--- src/rtl/ras_ptr_ctrl_pkg.sv ---
// ras_ptr_ctrl_pkg: shared types for the return-address-stack pointer controller.
package ras_ptr_ctrl_pkg;

    typedef struct packed {
        logic [31:0] XLEN;
    } cvw_t;

    localparam cvw_t RAS_DEFAULT_CFG = '{XLEN: 32'd64};

    typedef enum logic {
        RAS_CLEAR,
        RAS_RUN
    } ras_state_t;

endpackage

--- src/rtl/ras_ptr_ctrl.sv ---
// ras_ptr_ctrl: RAS pointer/occupancy controller; clears the array after reset, then
// folds pop/push/repair events into one net pointer update per cycle.
module ras_ptr_ctrl
    import ras_ptr_ctrl_pkg::*;
#(
    parameter cvw_t P         = RAS_DEFAULT_CFG,
    parameter int   StackSize = 16,
    localparam int  Depth     = $clog2(StackSize)
) (
    input  logic              clk,
    input  logic              reset,
    input  logic              StallD,
    input  logic              StallE,
    input  logic              StallM,
    input  logic              FlushD,
    input  logic              FlushE,
    input  logic              FlushM,
    input  logic              BPReturnF,
    input  logic              ReturnD,
    input  logic              BPReturnWrongD,
    input  logic              ReturnE,
    input  logic              CallE,
    input  logic [P.XLEN-1:0] PCLinkE,
    output logic [Depth-1:0]  RASPtr,
    output logic              RASWrEn,
    output logic [Depth-1:0]  RASWrAdr,
    output logic [P.XLEN-1:0] RASWrData,
    output logic              RASValidF,
    output logic              RASBusy
);

    ras_state_t              r_state, w_state_nxt;
    logic [Depth-1:0]        r_ptr, r_clr_cnt, w_ptr_nxt, w_wr_adr;
    logic [Depth:0]          r_count, w_count_nxt;
    logic                    w_run, w_pop_f, w_push_e, w_wrong_d, w_fl_ret, w_inc_rep, w_dec_rep;
    logic signed [2:0]       w_delta;
    logic signed [Depth+1:0] w_count_sum;

    assign w_run     = (r_state == RAS_RUN);
    assign w_pop_f   = BPReturnF & ~StallD & ~FlushD;
    assign w_push_e  = CallE & ~StallM & ~FlushM;
    assign w_wrong_d = BPReturnWrongD & ~StallE & ~FlushE;
    assign w_fl_ret  = (~StallE & FlushE & ReturnD) | (FlushM & ReturnE);
    assign w_inc_rep = w_fl_ret | (w_wrong_d & ~ReturnD);
    assign w_dec_rep = w_wrong_d & ReturnD;

    assign w_delta = $signed({2'b00, w_push_e}) + $signed({2'b00, w_inc_rep})
                   - $signed({2'b00, w_pop_f}) - $signed({2'b00, w_dec_rep});

    // Pointer wraps freely; occupancy saturates at both ends.
    assign w_ptr_nxt   = r_ptr + Depth'(w_delta);
    assign w_count_sum = $signed({1'b0, r_count}) + (Depth+2)'(w_delta);
    assign w_count_nxt = w_count_sum[Depth+1] ? '0 :
                         (w_count_sum[Depth:0] > (Depth+1)'(StackSize)) ? (Depth+1)'(StackSize) :
                         w_count_sum[Depth:0];

    // Repair precedes the push, so the push lands just above the repaired top.
    assign w_wr_adr = r_ptr + Depth'(w_inc_rep) - Depth'(w_dec_rep) + Depth'(1);

    always_ff @(posedge clk or posedge reset) begin
        if (reset) r_state <= RAS_CLEAR;
        else       r_state <= w_state_nxt;
    end

    always_comb begin
        w_state_nxt = r_state;
        RASWrEn     = 1'b0;
        RASWrAdr    = '0;
        RASWrData   = '0;
        RASBusy     = 1'b0;
        if (r_state == RAS_CLEAR) begin
            RASWrEn  = 1'b1;
            RASWrAdr = r_clr_cnt;
            RASBusy  = 1'b1;
            if (r_clr_cnt == Depth'(StackSize-1)) w_state_nxt = RAS_RUN;
        end else begin
            RASWrEn   = w_push_e;
            RASWrAdr  = w_wr_adr;
            RASWrData = PCLinkE;
        end
    end

    always_ff @(posedge clk or posedge reset) begin
        if (reset)       r_clr_cnt <= '0;
        else if (!w_run) r_clr_cnt <= r_clr_cnt + Depth'(1);
    end

    always_ff @(posedge clk or posedge reset) begin
        if (reset) begin
            r_ptr   <= '0;
            r_count <= '0;
        end else if (w_run) begin
            r_ptr   <= w_ptr_nxt;
            r_count <= w_count_nxt;
        end
    end

    assign RASPtr    = r_ptr;
    assign RASValidF = w_run & (r_count != '0);

endmodule
--- config.mk ---
export PLATFORM = sky130hd
export DESIGN_NAME = ras_ptr_ctrl
export DESIGN_NICKNAME = d
export VERILOG_FILES = /design/src/rtl/ras_ptr_ctrl_pkg.sv /design/src/rtl/ras_ptr_ctrl.sv
export SDC_FILE = /design/constraint.sdc
export NUM_CORES = 1
export LEC_CHECK = 0
export CORE_AREA = 3 3 88 65
export CTS_CLUSTER_DIAMETER = 150
export DETAILED_ROUTE_END_ITERATION = 6
export DIE_AREA = 0 0 91 68
export GPL_TIMING_DRIVEN = 1
export PLACE_DENSITY_LB_ADDON = 0.05
export SYNTH_ARGS = -nofsm -noshare
export SYNTH_HDL_FRONTEND = slang
export SYNTH_SLANG_ARGS = --single-unit
--- constraint.sdc ---
create_clock -name clk -period 6.85 [get_ports clk]
set_input_delay 1.0275 -clock clk [delete_from_list [all_inputs] [get_ports clk]]
set_output_delay 1.0275 -clock clk [all_outputs]
set_load 0.05 [all_outputs]
==> summary.md, run 1 <==
| Metric | Value |
|---|---|
| Synthesized area per cell | `8.56 um2` |
| Setup Buffers After CTS | `0` |
| Routed length per instance | `13.9 um` |
| Startpoint type of the worst setup path | `input port` |
| Post-synth cell types | `43` |
| Final instance area | `roughly 3200 um2` |
| Fillers | `about 420` |
| Final Hold Fails | `0` |
| Crit path buffers/inverters | `3` |
| IO buf count | `151` |
| CTS root buf | `clkbuf_8` |
| Max cap viols | `0` |
| R2R Path End | `r_count[2]$_DFFE_PP0P_` |
| Setup Viol. Count Final | `0` |
| Async SR Flop Fraction | `100%` |
| Setup TNS | `0 ns` |
| Post-CTS sizing | `0` |
| Slowest stage delay, CP | `around 0.8 ns` |
| Nets | `approximately 430` |
| DRC errors left | `0` |
| Remaining Overflow, GRT | `0` |
| Reg2Reg Depth | `8` |
| CTS tree | `done` |
| Share of the synthesized area in the top cell type | `between 20% and 30%` |
| PwrDens | `around 260 nW/um2` |
| Worst Tran Pin Value | `1.05 ns` |
| Status | `finished, final reports clean` |
| Post-layout min period | `between 5 and 6 ns` |
| Share of layout cells above drive strength 1 | `approximately 4.5%` |
| Slew HR | `roughly 30%` |
| Placed insts | `approximately 400` |
| DPL Wire Length | `between 4000 and 5000 um` |
| Area Growth Syn to Fin | `96.6%` |
| Hold Crit Class | `flip-flop to flip-flop` |
| Crit end category | `output port` |
| Pin count of the biggest net entering global routing | `a little over 80` |
| ANT nets after route | `0` |
| Final period utilization | `between 70% and 80%` |
| Synth top area cells | `and2_1 24%, dfrtp_1 21%, ha_1 7.6%` |
| Crit Path Class | `input port to output port` |
| R2r setup slk | `between 4 and 5 ns` |
| Placed Area | `between 3000 and 4000 um2` |
| Final Slew Violations | `0` |
| P_leak | `about 1.3 nW` |
| Die H | `between 60 and 70 um` |
| Cts hold-fix bufs | `0` |
| Worst path top cell family by delay | `buffers and inverters` |
| Critical Path Stages | `12` |
| CP max-delay cell | `clkdlybuf4s50_1` |
| CP required | `5.82 ns` |
| CP Cell Sequence | `clkdlybuf4s50_1, nor3b_1, a21oi_1, o21ai_0, fa_1, ha_1, inv_1, ha_1, xnor2_1, xnor2_1, mux2_2, clkdlybuf4s50_1` |
| RSZ-0062 raised after global routing | `no` |
| Vias in the first global route | `~1800` |
| # diodes | `0` |
| Total CTS buffers | `3` |
| Crit path DAT | `~4.0 ns` |
| Max Root-Sink Buffers | `2` |
| Core Util, Final | `~67%` |
| Overall Global Routing Usage | `around 18%` |
| Worst-path fanout max | `2` |
| Sink Count | `14` |
| First-pass GRT wire length | `approximately 8900 um` |
| Final Wtd Congestion | `approximately 0.8` |
| Synth warn | `0` |
| Die Footprint | `just over 6000 um2` |
| Mapped Nets | `283` |
| Clock insertion delay at the later pin of the skew report | `approximately 0.25 ns` |
| R2r startpoint | `r_count[0]$_DFFE_PP0P_` |
| Post-synthesis cell count | `about 190` |
| Area of the mapped netlist | `about 1600 um2` |
| H-tree Lvls | `1` |
| Crit path to | `RASWrAdr[3]` |
| Starting Density | `between 30% and 40%` |
| DR iter-0 viols | `63` |
| IO Pins | `around 150` |
| Max Freq | `approximately 200 MHz` |
| WL final | `5600 um` |
| Vias/cell | `between 4 and 5` |
| Placement Rows | `21` |
| Top FF cell, synth | `dfrtp_1` |
| Vias | `between 1500 and 2000` |
| Cell taking the most area after synthesis | `and2_1` |
| Maximum VDD drop | `0.195 mV` |
| Placeable Area | `around 4800 um2` |
| Initial antenna violation count | `0` |
| Clock skew | `0.00650 ns` |
| Layout Cells excl Fill | `402` |
| Drt first pass iters | `4` |
| Critical Path Source | `BPReturnWrongD` |
| Seq cells post-synth | `14` |
| Seq/Total Area, Yosys | `approximately a fifth` |
| Die width | `between 90 and 100 um` |
| Number of flops mapped to enable cells by yosys | `0` |
| Clk pin slew, worst setup/hold paths | `0.06 ns` |
-- power breakdown --
group          total (W)  internal (W)  switching [W]
Combinational   0.000606      0.000256       0.000350
Sequential      0.000152      0.000107      0.0000444
Clock          0.0000829     0.0000510      0.0000319
Total           0.000841      0.000414       0.000427
-- how the worst min path moves through the flow --
stage / cells after the start / startpoint / end
2_1_floorplan: 1 / r_clr_cnt[3]$_DFFE_PP0N_ / r_clr_cnt[3]$_DFFE_PP0N_
3_3_place_gp: 1 / r_clr_cnt[3]$_DFFE_PP0N_ / r_clr_cnt[3]$_DFFE_PP0N_
3_5_place_dp: 1 / r_clr_cnt[3]$_DFFE_PP0N_ / r_clr_cnt[3]$_DFFE_PP0N_
4_1_cts: 1 / r_clr_cnt[3]$_DFFE_PP0N_ / r_clr_cnt[3]$_DFFE_PP0N_
5_1_grt: 1 / r_clr_cnt[3]$_DFFE_PP0N_ / r_clr_cnt[3]$_DFFE_PP0N_
6_report: 1 / r_clr_cnt[3]$_DFFE_PP0N_ / r_clr_cnt[3]$_DFFE_PP0N_
-- state kept, by name, indices dropped and copies added, names as in the netlist --
signal     flops
r_clr_cnt      4
r_count        5
r_state        1
RASPtr         4
-- final cells by class --
| type | count | area (um2) | share of cell area (%) |
|---|---|---|---|
| clock buffers | 4 | 55.1 | 1.70 |
| repair buffers | 151 | 1510 | 46.8 |
| inverters | 10 | 37.5 | 1.16 |
| well taps | 69 | 86.3 | 2.67 |
| flip-flops and latches | 14 | 352 | 10.9 |
| multi-input cells | 154 | 1190 | 36.8 |
-- cell usage in the layout, fill, tap and decap left out, types with 2 or more instances in the layout --
cell | synthesis | routed
mux2_2 | 6 | 6
inv_1 | 9 | 9
nor3b_1 | 4 | 4
nand3b_1 | 2 | 2
clkdlybuf4s50_1 | 0 | 151
nor2_1 | 4 | 4
nand2b_1 | 2 | 2
a21oi_1 | 6 | 6
nor3_1 | 4 | 4
nand2_1 | 8 | 8
ha_1 | 10 | 10
o311ai_1 | 2 | 2
nand4bb_1 | 2 | 2
fa_1 | 4 | 4
clkbuf_8 | 0 | 4
dfrtp_1 | 14 | 13
xor2_1 | 3 | 3
a22o_1 | 2 | 2
xnor2_1 | 8 | 8
o21ai_0 | 3 | 3
and2_1 | 64 | 64
a21o_1 | 2 | 2
-- cell families after synthesis --
group           Yosys count  share of synthesized area, %
fa+ha+maj                14                          12.5
flops                    14                          21.3
compound gates           24                          11.7
xor+xnor                 11                          5.86
buf+inv                  24                          6.40
mux                       6                          4.11
simple gates             99                          38.1
-- routing by layer --
| layer | GRT usage (%) | share of wire [%] | up-vias |
|---|---|---|---|
| met2 | 32.5 | 51 | 63 |
| met3 | 6.26 | 7.6 | 0 |
| met1 | 21.4 | 41 | 811 |
| met4 | 2.26 | 0 | 0 |
| met5 | 0 | 0 | - |
| li1 | - | - | 921 |
-- synth_stat cells (all sizes together) (2+ instances only) --
| cell type | n |
|---|---|
| dfrtp | 14 |
| fa | 4 |
| a21oi | 6 |
| nand2b | 2 |
| xnor2 | 8 |
| o21ai | 3 |
| inv | 9 |
| nor3b | 4 |
| nand3b | 3 |
| xor2 | 3 |
| ha | 10 |
| nand4bb | 2 |
| nand2 | 8 |
| a22o | 2 |
| a21o | 2 |
| nor2 | 4 |
| o311ai | 2 |
| nor3 | 4 |
| buf | 4 |
| and2 | 64 |
| mux2 | 6 |
| clkbuf | 10 |
-- metrics by stage --
stage	total power [W]	hold WS, ns	worst slack (ns)
6_report	0.000841	0.499	1.82
5_1_grt	0.000894	0.534	1.63
4_1_cts	0.000847	0.502	1.79
3_5_place_dp	0.000758	0.490	1.80
3_3_place_gp	0.000754	0.492	1.88
2_1_floorplan	0.000552	0.463	2.65
Note: power is estimated with default switching activity, not from simulation.
==> inputs of run 2 (changes only) <==
--- a/config.mk
+++ b/config.mk
@@ -5,10 +5,10 @@
 export SDC_FILE = /design/constraint.sdc
 export NUM_CORES = 1
 export LEC_CHECK = 0
-export CORE_AREA = 3 3 88 65
+export CORE_AREA = 3 3 96 71
 export CTS_CLUSTER_DIAMETER = 150
 export DETAILED_ROUTE_END_ITERATION = 6
-export DIE_AREA = 0 0 91 68
+export DIE_AREA = 0 0 99 74
 export GPL_TIMING_DRIVEN = 1
 export PLACE_DENSITY_LB_ADDON = 0.05
 export SYNTH_ARGS = -nofsm -noshare
==> constraint.sdc (replaced) <==
create_clock -name clk -period 4.5 [get_ports clk]
set_input_delay 0.675 -clock clk [delete_from_list [all_inputs] [get_ports clk]]
set_output_delay 0.675 -clock clk [all_outputs]
set_load 0.05 [all_outputs]
==> run 2 against run 1 <==
Setup slack worse by 1.5 ns. Global-route usage down 3.6 points. Clock-buffer cell count unchanged. Clock power up 28%. Clock skew down 0.0055 ns. First-iteration DRC count up 16%. Critical path type is now input port to flip-flop. Largest power group unchanged.
==> summary.md, run 2 (same netlist as run 1, synthesis figures left out) <==
| Metric | Value |
|---|---|
| Status | `finished, final reports clean` |
| Max Root-Sink Buffers | `2` |
| CTS tree | `done` |
| Remaining Overflow, GRT | `0` |
| Final Hold Fails | `0` |
| Max reg flops | `5` |
| P_leak | `1.33 nW` |
| Clk pin slew, worst setup/hold paths | `~0.06 ns` |
| Routed length per instance | `roughly 14 um` |
| Final Wtd Congestion | `~0.77` |
| Setup Viol. Count Final | `0` |
| Post-CTS sizing | `0` |
| Max cap viols | `0` |
| WL final | `5660 um` |
| Post-Place Setup Slack | `-0.0265 ns` |
| Setup Buffers After CTS | `0` |
| Placement Rows | `24` |
| Final period utilization | `slightly above 90%` |
| Pin count of the biggest net entering global routing | `55` |
| H-tree Lvls | `1` |
| IO buf count | `151` |
| Slack of the critical path | `between 0.3 and 0.4 ns` |
| Slew HR | `around 53%` |
| Layout Cells excl Fill | `around 420` |
| Vias/cell | `4.37` |
| Sink Count | `14` |
| Clock skew | `a little under 0.001 ns` |
| Post-layout min period | `around 4.2 ns` |
| Placed insts | `413` |
| Share of layout cells above drive strength 1 | `under 10%` |
| Starting Density | `a little over a quarter` |
| Total CTS buffers | `3` |
| Crit end category | `flip-flop` |
| PwrDens | `between 300 and 400 nW/um2` |
| # diodes | `0` |
| Hold Crit Class | `flip-flop to flip-flop` |
| ANT nets after route | `0` |
| Drt first pass iters | `4` |
| Crit path DAT | `4.34 ns` |
| Top reg by flops | `r_count` |
| Gr busiest metal | `met2` |
| Cts hold-fix bufs | `0` |
| DRC errors left | `0` |
| Core Util, Final | `a little over half` |
| Die H | `74 um` |
| IO Pins | `152` |
| Worst Tran Pin Value | `0.704 ns` |
| Met2 GRT Util | `23.4%` |
| Nets | `431` |
| Most frequent cells in the layout | `149 x clkdlybuf4s50_1, 64 x and2_1, 13 x dfrtp_1` |
| R2r setup slk | `~2.1 ns` |
| DR iter-0 viols | `73` |
| DPL Wire Length | `~4800 um` |
| Initial antenna violation count | `0` |
| First-pass GRT wire length | `8520 um` |
| Area Growth Syn to Fin | `99.1%` |
| Vias | `approximately 1800` |
| RSZ-0062 raised after global routing | `no` |
| Overall Global Routing Usage | `14.3%` |
| Placeable Area | `roughly 6000 um2` |
| M3 GR Usage | `~4.7%` |
| Vias in the first global route | `between 1500 and 2000` |
| CP required | `between 4 and 5 ns` |
| Startpoint type of the worst setup path | `input port` |
| Die width | `99 um` |
| Final Slew Violations | `0` |
| Clock insertion delay at the later pin of the skew report | `between 0.2 and 0.25 ns` |
| Maximum VDD drop | `~0.48 mV` |
| CTS root buf | `clkbuf_8` |
| Max Freq | `~240 MHz` |
| Crit Path Class | `input port to flip-flop` |
| Worst-path fanout max | `7` |
| Most common library cell in the layout ignoring fill and taps | `clkdlybuf4s50_1` |
| Grt met1 use | `around 20%` |
| Fillers | `550` |
| Die Footprint | `about 7300 um2` |
run 2: worst max-delay path: stages:
cell	delay, ns
clkdlybuf4s50_1	0.47
nor3b_1	0.18
a21oi_1	0.06
o21ai_1	0.20
fa_1	0.45
ha_1	0.33
ha_1	0.21
inv_1	0.07
fa_1	0.44
or2b_1	0.26
a211oi_2	0.29
a2111oi_4	0.08
buf_4	0.17
o311ai_1	0.29
o21a_1	0.16
run 2: cell type report:
class / count / area (um2) / area share (%)
inverter: 10 / 37.5 / 1.15
tap: 78 / 97.6 / 2.98
multi-input combinational: 154 / 1190 / 36.3
sequential: 14 / 352 / 10.7
clock buffer: 4 / 45.0 / 1.38
timing repair buffer: 157 / 1550 / 47.4
run 2: final timing paths:
check / startpoint / to / cells after the start
setup / recovery: BPReturnWrongD / r_count[3]$_DFFE_PP0P_ / 15
setup reg to reg: r_count[0]$_DFFE_PP0P_ / r_count[3]$_DFFE_PP0P_ / 9
hold / removal: RASPtr[3]$_DFFE_PP0P_ / RASPtr[3]$_DFFE_PP0P_ / 1
max in group asynchronous: reset / r_state$_DFF_PP0_ / 2
hold reg to reg: RASPtr[3]$_DFFE_PP0P_ / RASPtr[3]$_DFFE_PP0P_ / 1
min in group asynchronous: reset / r_clr_cnt[3]$_DFFE_PP0N_ / 2
run 2: routing by layer:
layer / share of wire, % / vias up / wire length [um]
li1: - / 930 / -
met5: 0 / - / 0
met4: 0.18 / 0 / 10
met1: 43 / 833 / 2450
met3: 7.6 / 2 / 431
met2: 49 / 56 / 2770
run 2: through the flow:
step	instance area (um2)	hold WS, ns	setup TNS, ns	total power (W)
final	3270	0.523	0	0.00126
after global routing	3270	0.548	0	0.00133
after CTS	3270	0.528	0	0.00127
after detailed placement	3230	0.502	-0.0489	0.00116
after global placement	3230	0.486	0	0.00116
after floorplan	1640	0.463	0	0.000840
run 2: power by group:
part	switching, W	total (W)	internal, W	leakage, nW
clock	0.0000437	0.000106	0.0000625	0.0228
sequential	0.0000701	0.000234	0.000163	0.176
combinational	0.000534	0.000924	0.000390	1.13
